[config.mk]
export PLATFORM = sky130hd
export DESIGN_NAME = stage1_if_prefetch
export DESIGN_NICKNAME = d
export VERILOG_FILES = /design/src/rtl/stage1_if_prefetch.sv
export SDC_FILE = /design/constraint.sdc
export NUM_CORES = 1
export LEC_CHECK = 0
export BUFFER_PORTS_ARGS = -buffer_cell sky130_fd_sc_hd__buf_2
export CAP_MARGIN = 20
export CORE_MARGIN = 1
export CORE_UTILIZATION = 53
export DETAILED_ROUTE_END_ITERATION = 10
export PLACE_DENSITY = 0.72
export SLEW_MARGIN = 40
export SYNTH_ARGS = -nofsm -noshare
export SYNTH_HDL_FRONTEND = slang
export SYNTH_SLANG_ARGS = --single-unit
[constraint.sdc]
create_clock -name clk -period 5.9 [get_ports clk]
set_input_delay 0.59 -clock clk [delete_from_list [all_inputs] [get_ports clk]]
set_output_delay 0.59 -clock clk [all_outputs]
set_load 0.05 [all_outputs]
[src/rtl/stage1_if_prefetch.sv]
// Instruction-fetch front end. Issues pipelined fetch requests on the
// req/addr_ok/data_ok bus, keeps issued PCs in order, and queues returned
// instructions in an in-order IBUF for ID. Redirects flush everything and
// drop stale in-flight responses by count.
module stage1_if_prefetch #(
    parameter int          MAX_OUTSTANDING = 2,
    parameter int          IBUF_DEPTH      = 4,
    parameter logic [31:0] RESET_PC        = 32'h1C000000
) (
    input  logic        clk,
    input  logic        reset,

    input  logic        redirect_valid,
    input  logic [31:0] redirect_pc,

    input  logic        ds_allow_in,
    output logic        fs_to_ds_valid,
    output logic [31:0] fs_to_ds_pc,
    output logic [31:0] fs_to_ds_inst,
    output logic        fs_to_ds_adef,

    output logic        inst_sram_req,
    output logic        inst_sram_wr,
    output logic [1:0]  inst_sram_size,
    output logic [3:0]  inst_sram_wstrb,
    output logic [31:0] inst_sram_addr,
    output logic [31:0] inst_sram_wdata,
    input  logic        inst_sram_addr_ok,
    input  logic        inst_sram_data_ok,
    input  logic [31:0] inst_sram_rdata
);

    // counter widths hold 0..depth inclusive; CW is wide enough to add two counters
    localparam int OW  = $clog2(MAX_OUTSTANDING + 1);
    localparam int BW  = $clog2(IBUF_DEPTH + 1);
    localparam int CW  = ((OW > BW) ? OW : BW) + 1;
    localparam int PPW = (MAX_OUTSTANDING > 1) ? $clog2(MAX_OUTSTANDING) : 1;
    localparam int BPW = (IBUF_DEPTH > 1) ? $clog2(IBUF_DEPTH) : 1;

    typedef struct packed {
        logic [31:0] pc;
        logic [31:0] inst;
        logic        adef;
    } ibuf_ent_t;

    // fetch state
    logic [31:0]   pc;
    logic          adef_stall;
    logic [OW-1:0] live;
    logic [OW-1:0] discard_cnt;

    // pending-PC FIFO: PCs of accepted requests whose data will be kept
    logic [31:0]    pend_pc [MAX_OUTSTANDING];
    logic [PPW-1:0] pend_rp;
    logic [PPW-1:0] pend_wp;

    // instruction buffer
    ibuf_ent_t      ibuf [IBUF_DEPTH];
    logic [BPW-1:0] ib_rp;
    logic [BPW-1:0] ib_wp;
    logic [BW-1:0]  ib_count;

    logic [CW-1:0] total_w;
    logic [CW-1:0] credit_w;
    logic          pc_aligned;
    logic          hs;
    logic          ret_keep;
    logic          ret_drop;
    logic          adef_push;
    logic          ib_push;
    logic          ib_pop;
    ibuf_ent_t     ib_din;
    ibuf_ent_t     ib_head;

    function automatic logic [PPW-1:0] pend_inc(input logic [PPW-1:0] p);
        return (p == PPW'(MAX_OUTSTANDING - 1)) ? '0 : p + 1'b1;
    endfunction

    function automatic logic [BPW-1:0] ib_inc(input logic [BPW-1:0] p);
        return (p == BPW'(IBUF_DEPTH - 1)) ? '0 : p + 1'b1;
    endfunction

    assign total_w    = CW'(live) + CW'(discard_cnt);
    assign credit_w   = CW'(live) + CW'(ib_count);
    assign pc_aligned = (pc[1:0] == 2'b00);

    // a request is only made when a kept response is guaranteed an IBUF slot
    assign inst_sram_req = !reset && !redirect_valid && !adef_stall && pc_aligned
                         && (total_w < CW'(MAX_OUTSTANDING))
                         && (credit_w < CW'(IBUF_DEPTH));
    assign inst_sram_addr  = pc;
    assign inst_sram_wr    = 1'b0;
    assign inst_sram_size  = 2'b10;
    assign inst_sram_wstrb = 4'b0000;
    assign inst_sram_wdata = 32'h0;

    assign hs       = inst_sram_req && inst_sram_addr_ok;
    // redirect-cycle responses are consumed by the discard_cnt load instead
    assign ret_keep = inst_sram_data_ok && !reset && !redirect_valid && (discard_cnt == '0);
    assign ret_drop = inst_sram_data_ok && !reset && !redirect_valid && (discard_cnt != '0);
    // a misaligned PC turns into a single ADEF entry once older kept fetches have landed
    assign adef_push = !reset && !redirect_valid && !adef_stall && !pc_aligned
                     && (live == '0) && (ib_count < BW'(IBUF_DEPTH));

    // kept returns and ADEF pushes are exclusive: an ADEF push needs live==0
    always_comb begin
        ib_din = '{pc: pc, inst: 32'h0, adef: 1'b1};
        if (ret_keep) ib_din = '{pc: pend_pc[pend_rp], inst: inst_sram_rdata, adef: 1'b0};
    end

    assign ib_push = ret_keep || adef_push;
    assign ib_head = ibuf[ib_rp];

    assign fs_to_ds_valid = !reset && (ib_count != '0);
    assign fs_to_ds_pc    = ib_head.pc;
    assign fs_to_ds_inst  = ib_head.inst;
    assign fs_to_ds_adef  = ib_head.adef;
    assign ib_pop         = fs_to_ds_valid && ds_allow_in && !redirect_valid;

    // control state: reset, then redirect flush, then normal issue/return/drain
    always_ff @(posedge clk) begin
        if (reset) begin
            pc          <= RESET_PC;
            adef_stall  <= 1'b0;
            live        <= '0;
            discard_cnt <= '0;
            pend_rp     <= '0;
            pend_wp     <= '0;
            ib_rp       <= '0;
            ib_wp       <= '0;
            ib_count    <= '0;
        end else if (redirect_valid) begin
            pc          <= redirect_pc;
            adef_stall  <= 1'b0;
            live        <= '0;
            // every request still on the bus is stale; one returning now is dropped here
            discard_cnt <= OW'(total_w - CW'(inst_sram_data_ok));
            pend_rp     <= '0;
            pend_wp     <= '0;
            ib_rp       <= '0;
            ib_wp       <= '0;
            ib_count    <= '0;
        end else begin
            if (hs) begin
                pc      <= pc + 32'd4;
                pend_wp <= pend_inc(pend_wp);
            end
            if (ret_keep) pend_rp <= pend_inc(pend_rp);
            live <= live + OW'(hs) - OW'(ret_keep);
            if (ret_drop) discard_cnt <= discard_cnt - 1'b1;
            if (adef_push) adef_stall <= 1'b1;
            if (ib_push) ib_wp <= ib_inc(ib_wp);
            if (ib_pop) ib_rp <= ib_inc(ib_rp);
            ib_count <= ib_count + BW'(ib_push) - BW'(ib_pop);
        end
    end

    // FIFO storage; contents are qualified by the pointers/counters above
    always_ff @(posedge clk) begin
        if (hs) pend_pc[pend_wp] <= pc;
        if (ib_push) ibuf[ib_wp] <= ib_din;
    end

endmodule

==> results.ini <==
[worst_setup_path]
start_kind = flop
path_class = reg -> reg
reg2reg_to = pend_pc[1][11]$_DFFE_PP_
cp-end-kind = flop
reg2reg_depth = 6
crit_fanout = 22
r2r_slack_ps = 2450
cp.arrival_ps = 3630
r2r_start = live[0]$_SDFF_PP0_
crit_required_ps = 6080

[clocking]
cts_tree = yes
cts_hold_buffers = 0
clk_latency_ps = 530
clock_path_buffers = 3
cts-resized-gates = 0
cts_max_level = 2
cts.sinks = 373
cts_buffers = 38
clkTransAtPathRegs_ps = 60
ctsRootBufferMaster = clkbuf_16
cts_setup_buffers = 0

[power_and_ir_drop]
power_leakage_nw = 5.994
switching_power_mw = 1.372
vdd_drop_max_uv = 175.3
clkPwrFrac_pct = 38.4
p_seq_share_pct = 52.8
switching_share_pct = 24.22
combPwrFrac_pct = 8.8
power.internal_mw = 4.294
power_density_mw_per_mm2 = 324.1

[synthesis]
netlist_instances = 917
muxShareOfSynthArea_pct = 12.15
yosysSeqAreaShare_pct = 70.56
synth-xor-area-share_pct = 0.8655
ys_top_cells_by_area = edfxtp_1 64%, mux4_2 9.6%, dfxtp_1 6.5%, mux2i_1 2.5%, buf_4 2.1%
synth-simple-area-share_pct = 7.319
ys_async_sr_fraction_pct = 0
ys_ff_latch = 373
synth_adder_area_share_pct = 1.418
synth_area_leader_cell = edfxtp_1
avgSynthCellArea_um2 = 16.55
synth_cell_types = 55
synth_top_area_share_pct = 64.09
synth_top_flop_cell = edfxtp_1
syn-cell-area_mm2 = 0.01518
synth_compound_area_share_pct = 3.932
synth_top_family_by_area = multiplexers
synth_warnings = 0
synth_edf_count = 324

[sta]
rsz0062_at_grt = no
tightest_slew_ps = 783.7
report.final.setup_viol = 0
min_period_ps = 3448
fin_worst_skew_ps = 27.48
max_freq_ghz = 0.2900
report.final.slew_viol_count = 0
finalCritPeriodShare_pct = 58.44
hold_viol = 0
slew_headroom_pct = 47.60
final.setup.tns_ps = 0
fin_ws_ps = 2452

[finish]
utilization_pct = 62.41
regArea_mm2 = 0.01072
multi_input_area_mm2 = 0.004073
drive_gt1_share_pct = 28.06
syn2layout_area_growth_pct = 15.17
layout.nets = 1175
diodes = 0
n_fill_cell = 2027

[min_path]
min_path_type = in -> reg
whs_path_depth = 2
whs_endpoint = inst_sram_addr[28]$_SDFFE_PP1P_
hold_start = redirect_pc[28]

[global_route]
grt_usage_pct = 21.20
gr-total-overflow = 0
antenna_found_initial = 0
grt_pass1_vias = 8140
grt_max_degree = 100
grt_pass1_wl_um = 46400

[route]
drtIter0Drc = 661
drc = 0
num_vias = 8385
first_pass_iters = 5
wire_per_inst_um = 20.47
via_per_inst = 5.601
antenna_left = 0
wl_um = 30650

[floorplanning]
die_w_um = 171.2
initial_utilization_pct = 54.19
die_y_um = 171.2
rows = 61
ios = 208
core_mm2 = 0.02801
dieArea_mm2 = 0.02932

[placement]
place_congestion = 0.8374
dpl.hpwl_um = 19250
place_worst_setup_slack_ps = 2397
portBuffers = 168

[outcome]
status = completed

[flow_run]
timing.max_cap.violations = 0

## cell usage after synthesis, types with 3 or more instances
| library cell | number |
|---|---|
| and2b_1 | 3 |
| and3_1 | 7 |
| o211ai_1 | 3 |
| a211oi_1 | 8 |
| and2_1 | 38 |
| xor2_1 | 8 |
| nor2_1 | 71 |
| ha_1 | 14 |
| nand4_1 | 14 |
| inv_1 | 13 |
| o21a_1 | 3 |
| and4_1 | 5 |
| or3_1 | 6 |
| a21oi_1 | 53 |
| buf_1 | 8 |
| buf_2 | 9 |
| buf_4 | 43 |
| nand3_1 | 14 |
| nand2_1 | 23 |
| edfxtp_1 | 324 |
| dfxtp_1 | 49 |
| nor3b_1 | 3 |
| a31oi_1 | 7 |
| mux2i_1 | 38 |
| o21ai_0 | 9 |
| xnor2_1 | 7 |
| nor3_1 | 7 |
| clkbuf_1 | 26 |
| mux4_2 | 65 |
| a211o_1 | 4 |
| a32oi_1 | 3 |
## worst max-delay path: stages, from the launching register on
cell	delay [ps]
dfxtp_1	430
ha_1	200
fa_1	450
nor3_1	330
and4_1	660
and2_1	600
buf_4	420
## flip-flops by register name, summed over array words and instances (netlist names), named ones only
name / count
live: 2
pend_pc: 64
pend_wp: 1
ib_wp: 2
inst_sram_addr: 32
ib_count: 3
ibuf: 260
ib_rp: 2
pend_rp: 1
discard_cnt: 2
adef_stall: 1
## cell usage in the layout (no fill, tap or decap), types with 6 or more instances in the layout
master and count:
mux4_2 65, nand4_1 14, xor2_1 8, a31oi_1 7, nor2_1 70, ha_1 14, and3_1 6, a211oi_1 8
clkbuf_16 39, edfxtp_1 324, dfxtp_1 46, xnor2_1 7, inv_1 13, o21ai_0 9, nor3_1 7, nand3_1 14
buf_2 168, clkbuf_1 13, a21oi_1 53, nand2_1 23, mux2i_1 38, or3_1 6, buf_4 7, clkinv_1 9
and2_1 38, conb_1 39
## per-stage QoR
stage	area [um2]	instances	hold slack [ps]	total power, mW
final	17480	1497	282.7	5.666
after global routing	17480	1497	282.3	5.844
after CTS	17480	1497	272.4	5.712
after detailed placement	16350	1427	497.7	3.546
after global placement	16240	1422	493.2	3.535
after floorplan	15320	954	478.2	3.425
## power groups by stage
stage	combinational [mW]	clock (mW)	sequential (mW)
after floorplan	0.355	0	3.07
after global placement	0.490	0	3.04
after detailed placement	0.500	0	3.05
after CTS	0.502	2.22	2.99
after global routing	0.532	2.32	3.00
final	0.499	2.18	2.99
## layer usage
layer	vias to the layer above	track usage [%]	share of wire [%]
met3	41	3.543	5.9
met1	4188	30.61	45
met4	0	5.707	1.8
met2	323	33.67	48
met5	-	0	0
li1	3833	-	-
## how the worst max path moves through the flow
| stage | start | to | slack (ps) | depth (start not counted) |
|---|---|---|---|---|
| after floorplan | reset | ibuf[0][0]$_DFFE_PP_ | 940 | 5 |
| after global placement | reset | ibuf[1][20]$_DFFE_PP_ | 2400 | 7 |
| after detailed placement | reset | ibuf[1][20]$_DFFE_PP_ | 2400 | 7 |
| after CTS | live[0]$_SDFF_PP0_ | pend_pc[1][5]$_DFFE_PP_ | 2490 | 6 |
| after global routing | live[0]$_SDFF_PP0_ | pend_pc[1][5]$_DFFE_PP_ | 2220 | 6 |
| final | live[0]$_SDFF_PP0_ | pend_pc[1][11]$_DFFE_PP_ | 2450 | 6 |
## cell families after synthesis
kind of cell,Yosys count
AO/OA/AOI/OAI,99
AND/OR/NAND/NOR,207
adder cells (fa/ha/maj),16
other,2
buffers and inverters,102
flip-flops,373
XOR/XNOR,15
multiplexers,103
## final cells by class
| type | count | area share (%) |
|---|---|---|
| clock buffer | 52 | 5.862 |
| multi-input combinational | 479 | 23.30 |
| sequential | 373 | 61.33 |
| timing repair buffer | 182 | 5.847 |
| clock inverter | 18 | 0.6370 |
| inverter | 15 | 0.3221 |
| tap | 378 | 2.705 |
Note: power is estimated with default switching activity, not from simulation.
